### config.mk
export PLATFORM = sky130hd
export DESIGN_NAME = lift_req_queue_flat
export DESIGN_NICKNAME = d
export VERILOG_FILES = /design/src/rtl/lift_req_queue_if.sv /design/src/rtl/lift_req_queue.sv /design/src/flat_wrapper.sv
export SDC_FILE = /design/constraint.sdc
export NUM_CORES = 1
export LEC_CHECK = 0
export CAP_MARGIN = 20
export CORE_ASPECT_RATIO = 1.25
export CORE_MARGIN = 2
export CORE_UTILIZATION = 59
export CTS_BUF_LIST = sky130_fd_sc_hd__clkbuf_4
export CTS_CLUSTER_DIAMETER = 40
export CTS_CLUSTER_SIZE = 30
export DETAILED_ROUTE_END_ITERATION = 16
export PLACE_DENSITY = 0.8
export SETUP_SLACK_MARGIN = 0.5
export SYNTH_ARGS = -nofsm -noshare
export SYNTH_HDL_FRONTEND = slang
export SYNTH_SLANG_ARGS = --single-unit
export TNS_END_PERCENT = 10
### constraint.sdc
create_clock -name clk -period 3 [get_ports clk]
set_input_delay 0.75 -clock clk [delete_from_list [all_inputs] [get_ports clk]]
set_output_delay 0.75 -clock clk [all_outputs]
set_load 0.02 [all_outputs]
### src/rtl/lift_req_queue_if.sv
`default_nettype none
// ============================================================================
// Module      : lift_req_queue_if
// Description : Hall-call queue bus. Buttons and the FSM "done" strobe come
//               in. Head code, empty flag, lamps and occupancy go out.
// Revision    : 1.0  initial release
// ============================================================================
interface lift_req_queue_if #(
    parameter int ADDR_W = 3
);
    logic [5:0]      btn;
    logic            done;
    logic [2:0]      din;
    logic            q_empty;
    logic [5:0]      lamp;
    logic [ADDR_W:0] q_count;

    // Environment side: drives the buttons and the FSM handshake
    modport master (
        output btn,
        output done,
        input  din,
        input  q_empty,
        input  lamp,
        input  q_count
    );

    // Queue side
    modport slave (
        input  btn,
        input  done,
        output din,
        output q_empty,
        output lamp,
        output q_count
    );
endinterface
`default_nettype wire

### src/rtl/lift_req_queue.sv
`default_nettype none
// ============================================================================
// Module      : lift_req_queue
// Description : Hall-call request queue ahead of the lift FSM. Edge-detects
//               the six hall buttons and latches each new call. Calls are
//               de-duplicated against anything already latched or queued.
//               One latched call per cycle moves into a FIFO, lowest button
//               index first. The head code is presented to the FSM and is
//               popped on "done".
// Revision    : 1.0  initial release
// ============================================================================
module lift_req_queue #(
    parameter int DEPTH  = 8,
    parameter int ADDR_W = 3
) (
    input  wire logic         clk,
    input  wire logic         rst_n,
    lift_req_queue_if.slave   bus
);

    localparam logic [ADDR_W:0] C_FULL_COUNT = (ADDR_W+1)'(DEPTH);
    localparam logic [ADDR_W:0] C_COUNT_ONE  = (ADDR_W+1)'(1);

    // ------------------------------------------------------------------
    // State
    // ------------------------------------------------------------------
    logic [5:0]        r_btn_prev;   // previous button levels, for edge detect
    logic [5:0]        r_latch;      // calls seen but not yet in the FIFO
    logic [5:0]        r_inq;        // calls currently held in the FIFO
    logic [ADDR_W-1:0] r_rd_ptr;
    logic [ADDR_W-1:0] r_wr_ptr;
    logic [ADDR_W:0]   r_count;
    logic [2:0]        r_mem [DEPTH];

    // ------------------------------------------------------------------
    // Combinational decode
    // ------------------------------------------------------------------
    logic [5:0] w_press;
    logic       w_empty;
    logic       w_full;
    logic [2:0] w_head;
    logic       w_pop;
    logic [5:0] w_pop_oh;
    logic       w_push;
    logic [2:0] w_sel_idx;
    logic [5:0] w_push_oh;
    logic [2:0] w_push_code;
    logic [5:0] w_accept;
    logic [5:0] w_latch_nxt;
    logic [5:0] w_inq_nxt;

    assign w_press = bus.btn & ~r_btn_prev;
    assign w_empty = (r_count == '0);
    assign w_full  = (r_count == C_FULL_COUNT);
    assign w_head  = r_mem[r_rd_ptr];
    assign w_pop   = bus.done & ~w_empty;

    // Map the head call code back to its button bit so its lamp can be released
    always_comb begin
        w_pop_oh = 6'b000000;
        if (w_pop) begin
            case (w_head)
                3'b001:  w_pop_oh = 6'b000001;
                3'b010:  w_pop_oh = 6'b000010;
                3'b011:  w_pop_oh = 6'b000100;
                3'b110:  w_pop_oh = 6'b001000;
                3'b111:  w_pop_oh = 6'b010000;
                3'b100:  w_pop_oh = 6'b100000;
                default: w_pop_oh = 6'b000000;
            endcase
        end
    end

    // Priority-select the lowest-index latched call as the push candidate
    always_comb begin
        w_sel_idx = 3'd0;
        for (int i = 5; i >= 0; i--) begin
            if (r_latch[i]) begin
                w_sel_idx = 3'(i);
            end
        end
    end

    // A pop frees a slot at the same edge, so a full FIFO can still accept
    assign w_push    = (|r_latch) & (~w_full | w_pop);
    assign w_push_oh = w_push ? (6'b000001 << w_sel_idx) : 6'b000000;

    // Encode the selected button index into its call code
    always_comb begin
        w_push_code = 3'b000;
        case (w_sel_idx)
            3'd0:    w_push_code = 3'b001;
            3'd1:    w_push_code = 3'b010;
            3'd2:    w_push_code = 3'b011;
            3'd3:    w_push_code = 3'b110;
            3'd4:    w_push_code = 3'b111;
            3'd5:    w_push_code = 3'b100;
            default: w_push_code = 3'b000;
        endcase
    end

    // A new press is taken only when that call is neither latched nor queued.
    // A queued call that leaves the FIFO on this very edge counts as free.
    assign w_accept = w_press & ~r_latch & (~r_inq | w_pop_oh);

    // latch and inq are mutually exclusive per bit, so a push never
    // collides with a pop or an accept on the same call.
    assign w_latch_nxt = (r_latch & ~w_push_oh) | w_accept;
    assign w_inq_nxt   = (r_inq & ~w_pop_oh) | w_push_oh;

    // ------------------------------------------------------------------
    // Sequential logic
    // ------------------------------------------------------------------

    // Button history and per-call bookkeeping
    always_ff @(posedge clk or negedge rst_n) begin
        if (!rst_n) begin
            r_btn_prev <= 6'b000000;
            r_latch    <= 6'b000000;
            r_inq      <= 6'b000000;
        end else begin
            r_btn_prev <= bus.btn;
            r_latch    <= w_latch_nxt;
            r_inq      <= w_inq_nxt;
        end
    end

    // FIFO pointers and occupancy; push and pop together leave count unchanged
    always_ff @(posedge clk or negedge rst_n) begin
        if (!rst_n) begin
            r_rd_ptr <= '0;
            r_wr_ptr <= '0;
            r_count  <= '0;
        end else begin
            if (w_push) begin
                r_wr_ptr <= r_wr_ptr + 1'b1;
            end
            if (w_pop) begin
                r_rd_ptr <= r_rd_ptr + 1'b1;
            end
            case ({w_push, w_pop})
                2'b10:   r_count <= r_count + C_COUNT_ONE;
                2'b01:   r_count <= r_count - C_COUNT_ONE;
                default: r_count <= r_count;
            endcase
        end
    end

    // FIFO storage. No reset is needed: contents are masked while empty.
    always_ff @(posedge clk) begin
        if (w_push) begin
            r_mem[r_wr_ptr] <= w_push_code;
        end
    end

    // ------------------------------------------------------------------
    // Outputs
    // ------------------------------------------------------------------
    assign bus.din     = w_empty ? 3'b000 : w_head;
    assign bus.q_empty = w_empty;
    assign bus.lamp    = r_latch | r_inq;
    assign bus.q_count = r_count;

endmodule
`default_nettype wire

### src/flat_wrapper.sv
// flat-port wrapper written by rule: the top's interface ports become plain ports
module lift_req_queue_flat 
#(
    parameter int DEPTH  = 8,
    parameter int ADDR_W = 3
)
  (clk, rst_n, bus_btn, bus_done, bus_din, bus_q_empty, bus_lamp, bus_q_count);
  lift_req_queue_if #(.ADDR_W(ADDR_W)) bus_i ();
  input  wire logic clk;
  input  wire logic rst_n;
  input wire logic [$bits(bus_i.btn)-1:0] bus_btn;
  input wire logic [$bits(bus_i.done)-1:0] bus_done;
  output wire logic [$bits(bus_i.din)-1:0] bus_din;
  output wire logic [$bits(bus_i.q_empty)-1:0] bus_q_empty;
  output wire logic [$bits(bus_i.lamp)-1:0] bus_lamp;
  output wire logic [$bits(bus_i.q_count)-1:0] bus_q_count;
  assign bus_i.btn = bus_btn;
  assign bus_i.done = bus_done;
  assign bus_din = bus_i.din;
  assign bus_q_empty = bus_i.q_empty;
  assign bus_lamp = bus_i.lamp;
  assign bus_q_count = bus_i.q_count;
  lift_req_queue #(.DEPTH(DEPTH), .ADDR_W(ADDR_W)) u_core (.clk(clk), .rst_n(rst_n), .bus(bus_i));
endmodule
==> impl_metrics.env <==
export IMPL_antennaDiodeCount=0
export IMPL_hold_path_end="u_core.r_inq[4]$_DFF_PN0_"
export IMPL_cts_root_buf="clkbuf_4"
export IMPL_outcome="completed"
export IMPL_clk_pin_slew_ps=150
export IMPL_drive_gt1_share_pct=23.3
export IMPL_max_slew_margin_pct=54.5
export IMPL_die_area_um2=4670
export IMPL_postLayoutCoreUtil_pct=71.9
export IMPL_io_buffers=22
export IMPL_cp_buffers_inverters=1
export IMPL_hold_viol_final=0
export IMPL_fp_dieH_um=75.9
export IMPL_synth_cells=193
export IMPL_syn_avg_cell_area_um2=12.6
export IMPL_routabilityCongestion=0.846
export IMPL_cp_required_ps=2250
export IMPL_antenna_left=0
export IMPL_startpoint_type="flip-flop"
export IMPL_grt_pass1_vias=1685
export IMPL_mostFrequentLayoutCells="25 x dfrtp_1, 24 x edfxtp_1, 19 x clkdlybuf4s50_1, 14 x nand2_1, 13 x buf_4"
export IMPL_cp_top_family="buffers and inverters"
export IMPL_crit_type="flip-flop to output port"
export IMPL_drt_iter0_drc=122
export IMPL_routedWlPerCell_um=18.3
export IMPL_grt_start_max_net_pins=29
export IMPL_cpPeakStageDelay_ps=680
export IMPL_p_leak_nw=1.10
export IMPL_core_area_um2=4030
export IMPL_r2r_cells=10
export IMPL_r2r_start="u_core.bus.q_count[1]$_DFFE_PN0P_"
export IMPL_maxSlewViolCount=0
export IMPL_route_detailed_drc=0
export IMPL_ys_ff_latch=52
export IMPL_period_needed_ps=2720
export IMPL_rsz0062_at_grt="true"
export IMPL_whs_path_depth=1
export IMPL_layout_setup_ws_ps=280
export IMPL_cts_tree="done"
export IMPL_setup_tns_ps=0
export IMPL_clock_fmax_mhz=368
export IMPL_ctsHtreeMaxLevel=2
export IMPL_routed_via_density=6.04
export IMPL_hp_start="u_core.r_inq[4]$_DFF_PN0_"
export IMPL_initial_core_util_pct=60.5
export IMPL_cts_path_max_buffers=2
export IMPL_ir_worst_vdd_mv=0.913
export IMPL_fin_nets=240
export IMPL_slowest_stage="clkdlybuf4s50_1"
export IMPL_place_ws_ps=80.6
export IMPL_cts_sinks=52
export IMPL_post_route_period_util_pct=90.7
export IMPL_mostFrequentLayoutCell="dfrtp_1"
export IMPL_fin_skew_ps=11.4
export IMPL_r2r_end="u_core.bus.q_count[2]$_DFFE_PN0P_"
export IMPL_cts_buffers=5
export IMPL_syn_num_nets=207
export IMPL_cp_max_fo=8
export IMPL_max_cap_viol_count=0
export IMPL_vias=1709
export IMPL_antenna_found_initial=0
export IMPL_grt_pass1_wl_mm=7.82
export IMPL_r2r_slack_ps=430
export IMPL_synth_cell_type_count=43
export IMPL_cp_arrival_ps=1970
export IMPL_crit_chain="nor4_4 -> clkdlybuf4s50_1"
export IMPL_overflow=0
export IMPL_fp_row_count=26
export IMPL_setup_viol=0
export IMPL_routed_wl_mm=5.17
export IMPL_track_usage_pct=23.6
export IMPL_min_path_type="flip-flop to flip-flop"
export IMPL_insertion_delay_ps=370
export IMPL_dp_hpwl_mm=3.72
export IMPL_ctsHoldBuffers=0
export IMPL_yosys_warnings=0
export IMPL_tightest_slew_ps=683
export IMPL_synthToLayoutAreaGrowth_pct=18.9
export IMPL_die_x_um=61.5
export IMPL_cellPowerDensity_nw_per_um2=1300
export IMPL_first_pass_iters=4
export IMPL_synth_area_um2=2440
export IMPL_io_pins=23
export IMPL_cp_end_kind="output port"
export IMPL_synth_seq_area_share_pct=58.3
-- metal layers --
layer  share of wire, %  up-vias  global-route usage, %
met3                4.3       13                   5.09
met4                2.1        0                   8.75
met1                 39      852                   27.9
met5                  0        -                      0
met2                 54       57                   41.6
li1                   -      787                      -
-- through the flow --
step	cell area [µm²]	std cells	hold WS (ps)	power, mW
2_1_floorplan	2450	193	454	2.61
3_3_place_gp	2770	271	482	3.19
3_5_place_dp	2770	271	502	3.30
4_1_cts	2860	282	537	3.69
5_1_grt	2900	283	573	3.99
6_report	2900	283	534	3.76
-- cell families after synthesis --
kind of cell | count (synthesis) | synth area share (%)
AOI/OAI and AO/OA | 33 | 9.90
xor gates and xnor gates | 8 | 2.87
adders and majority gates | 5 | 2.57
buffers and inverters | 14 | 2.51
DFF | 52 | 58.3
muxes | 12 | 8.36
and+or+nand+nor | 69 | 15.5
-- sequential cells by signal, summed over array words and instances (netlist names) --
register and flops:
u_core.bus.q_count 4, u_core.r_mem 24, u_core.r_btn_prev 6, u_core.r_latch 6
u_core.r_rd_ptr 3, u_core.r_wr_ptr 3, u_core.r_inq 6
-- layout make-up --
class | count | area, µm²
clock buffers | 6 | 45.0
repair buffers | 36 | 320
inverters | 4 | 15.0
fillers | 320 | 1130
multi-input cells | 127 | 1010
well taps | 56 | 70.1
clock inverters | 2 | 11.3
flip-flops and latches | 52 | 1430
-- Yosys cell counts --
cell type,count,area (µm²)
a211oi_1,1,7.51
a21oi_1,3,15.0
a22o_1,2,17.5
a2bb2oi_1,4,35.0
a32o_1,3,30.0
buf_2,1,5.00
buf_6,1,11.3
clkbuf_1,8,30.0
dfrtp_1,28,701
edfxtp_1,24,721
ha_1,5,62.6
inv_1,2,7.51
inv_2,2,7.51
mux2_1,1,11.3
mux2_2,3,33.8
mux2i_1,1,10.0
mux2i_2,1,13.8
mux4_2,6,135
nand2_1,14,52.6
nand2b_1,5,31.3
nand3_1,2,10.0
nand3b_1,2,15.0
nand4_1,2,12.5
nand4b_1,4,35.0
nor2_1,12,45.0
nor2b_1,1,6.26
nor3_1,7,35.0
nor3b_1,5,37.5
nor4_1,2,12.5
nor4b_1,1,8.76
o211ai_1,2,15.0
o21ai_0,3,15.0
o21ai_1,5,25.0
o21bai_1,3,22.5
o22a_1,1,8.76
o31a_1,2,17.5
o31ai_1,2,15.0
o41ai_1,2,17.5
or2_2,8,50.1
or3_1,3,18.8
or4_1,1,7.51
xnor2_1,4,35.0
xor2_1,4,35.0
-- power by group --
group	internal, mW	total (mW)	switching, mW
sequential	1.12	1.41	0.294
combinational	0.985	2.03	1.05
clock	0.0987	0.315	0.216
total	2.20	3.76	1.56
-- worst max-delay path by stage --
| stage | from | endpoint | depth (start not counted) |
|---|---|---|---|
| after floorplan | u_core.bus.q_count[1]$_DFFE_PN0P_ | u_core.bus.q_count[2]$_DFFE_PN0P_ | 11 |
| after global placement | u_core.r_rd_ptr[1]$_DFFE_PN0P_ | bus_din[0] | 4 |
| after detailed placement | bus_done | u_core.bus.q_count[2]$_DFFE_PN0P_ | 11 |
| after CTS | u_core.r_rd_ptr[1]$_DFFE_PN0P_ | bus_din[2] | 4 |
| after global routing | u_core.r_rd_ptr[1]$_DFFE_PN0P_ | bus_din[1] | 5 |
| final | u_core.bus.q_count[1]$_DFFE_PN0P_ | bus_q_empty | 2 |
-- what timing repair did --
action	CTS	global route
endpoints found under the setup margin	12	13
setup buffers	3	1
resized for setup	17	8
hold endpoints to repair	0	0
-- worst reg2reg max path, delay by kind of cell, from the launching register on --
family	cells	cell delay, ps
buffers and inverters	1	160
AOI/OAI and AO/OA	2	380
and+or+nand+nor	2	530
DFF	1	510
xor gates and xnor gates	3	440
adders and majority gates	2	430
(Power assumes the default switching activity.)
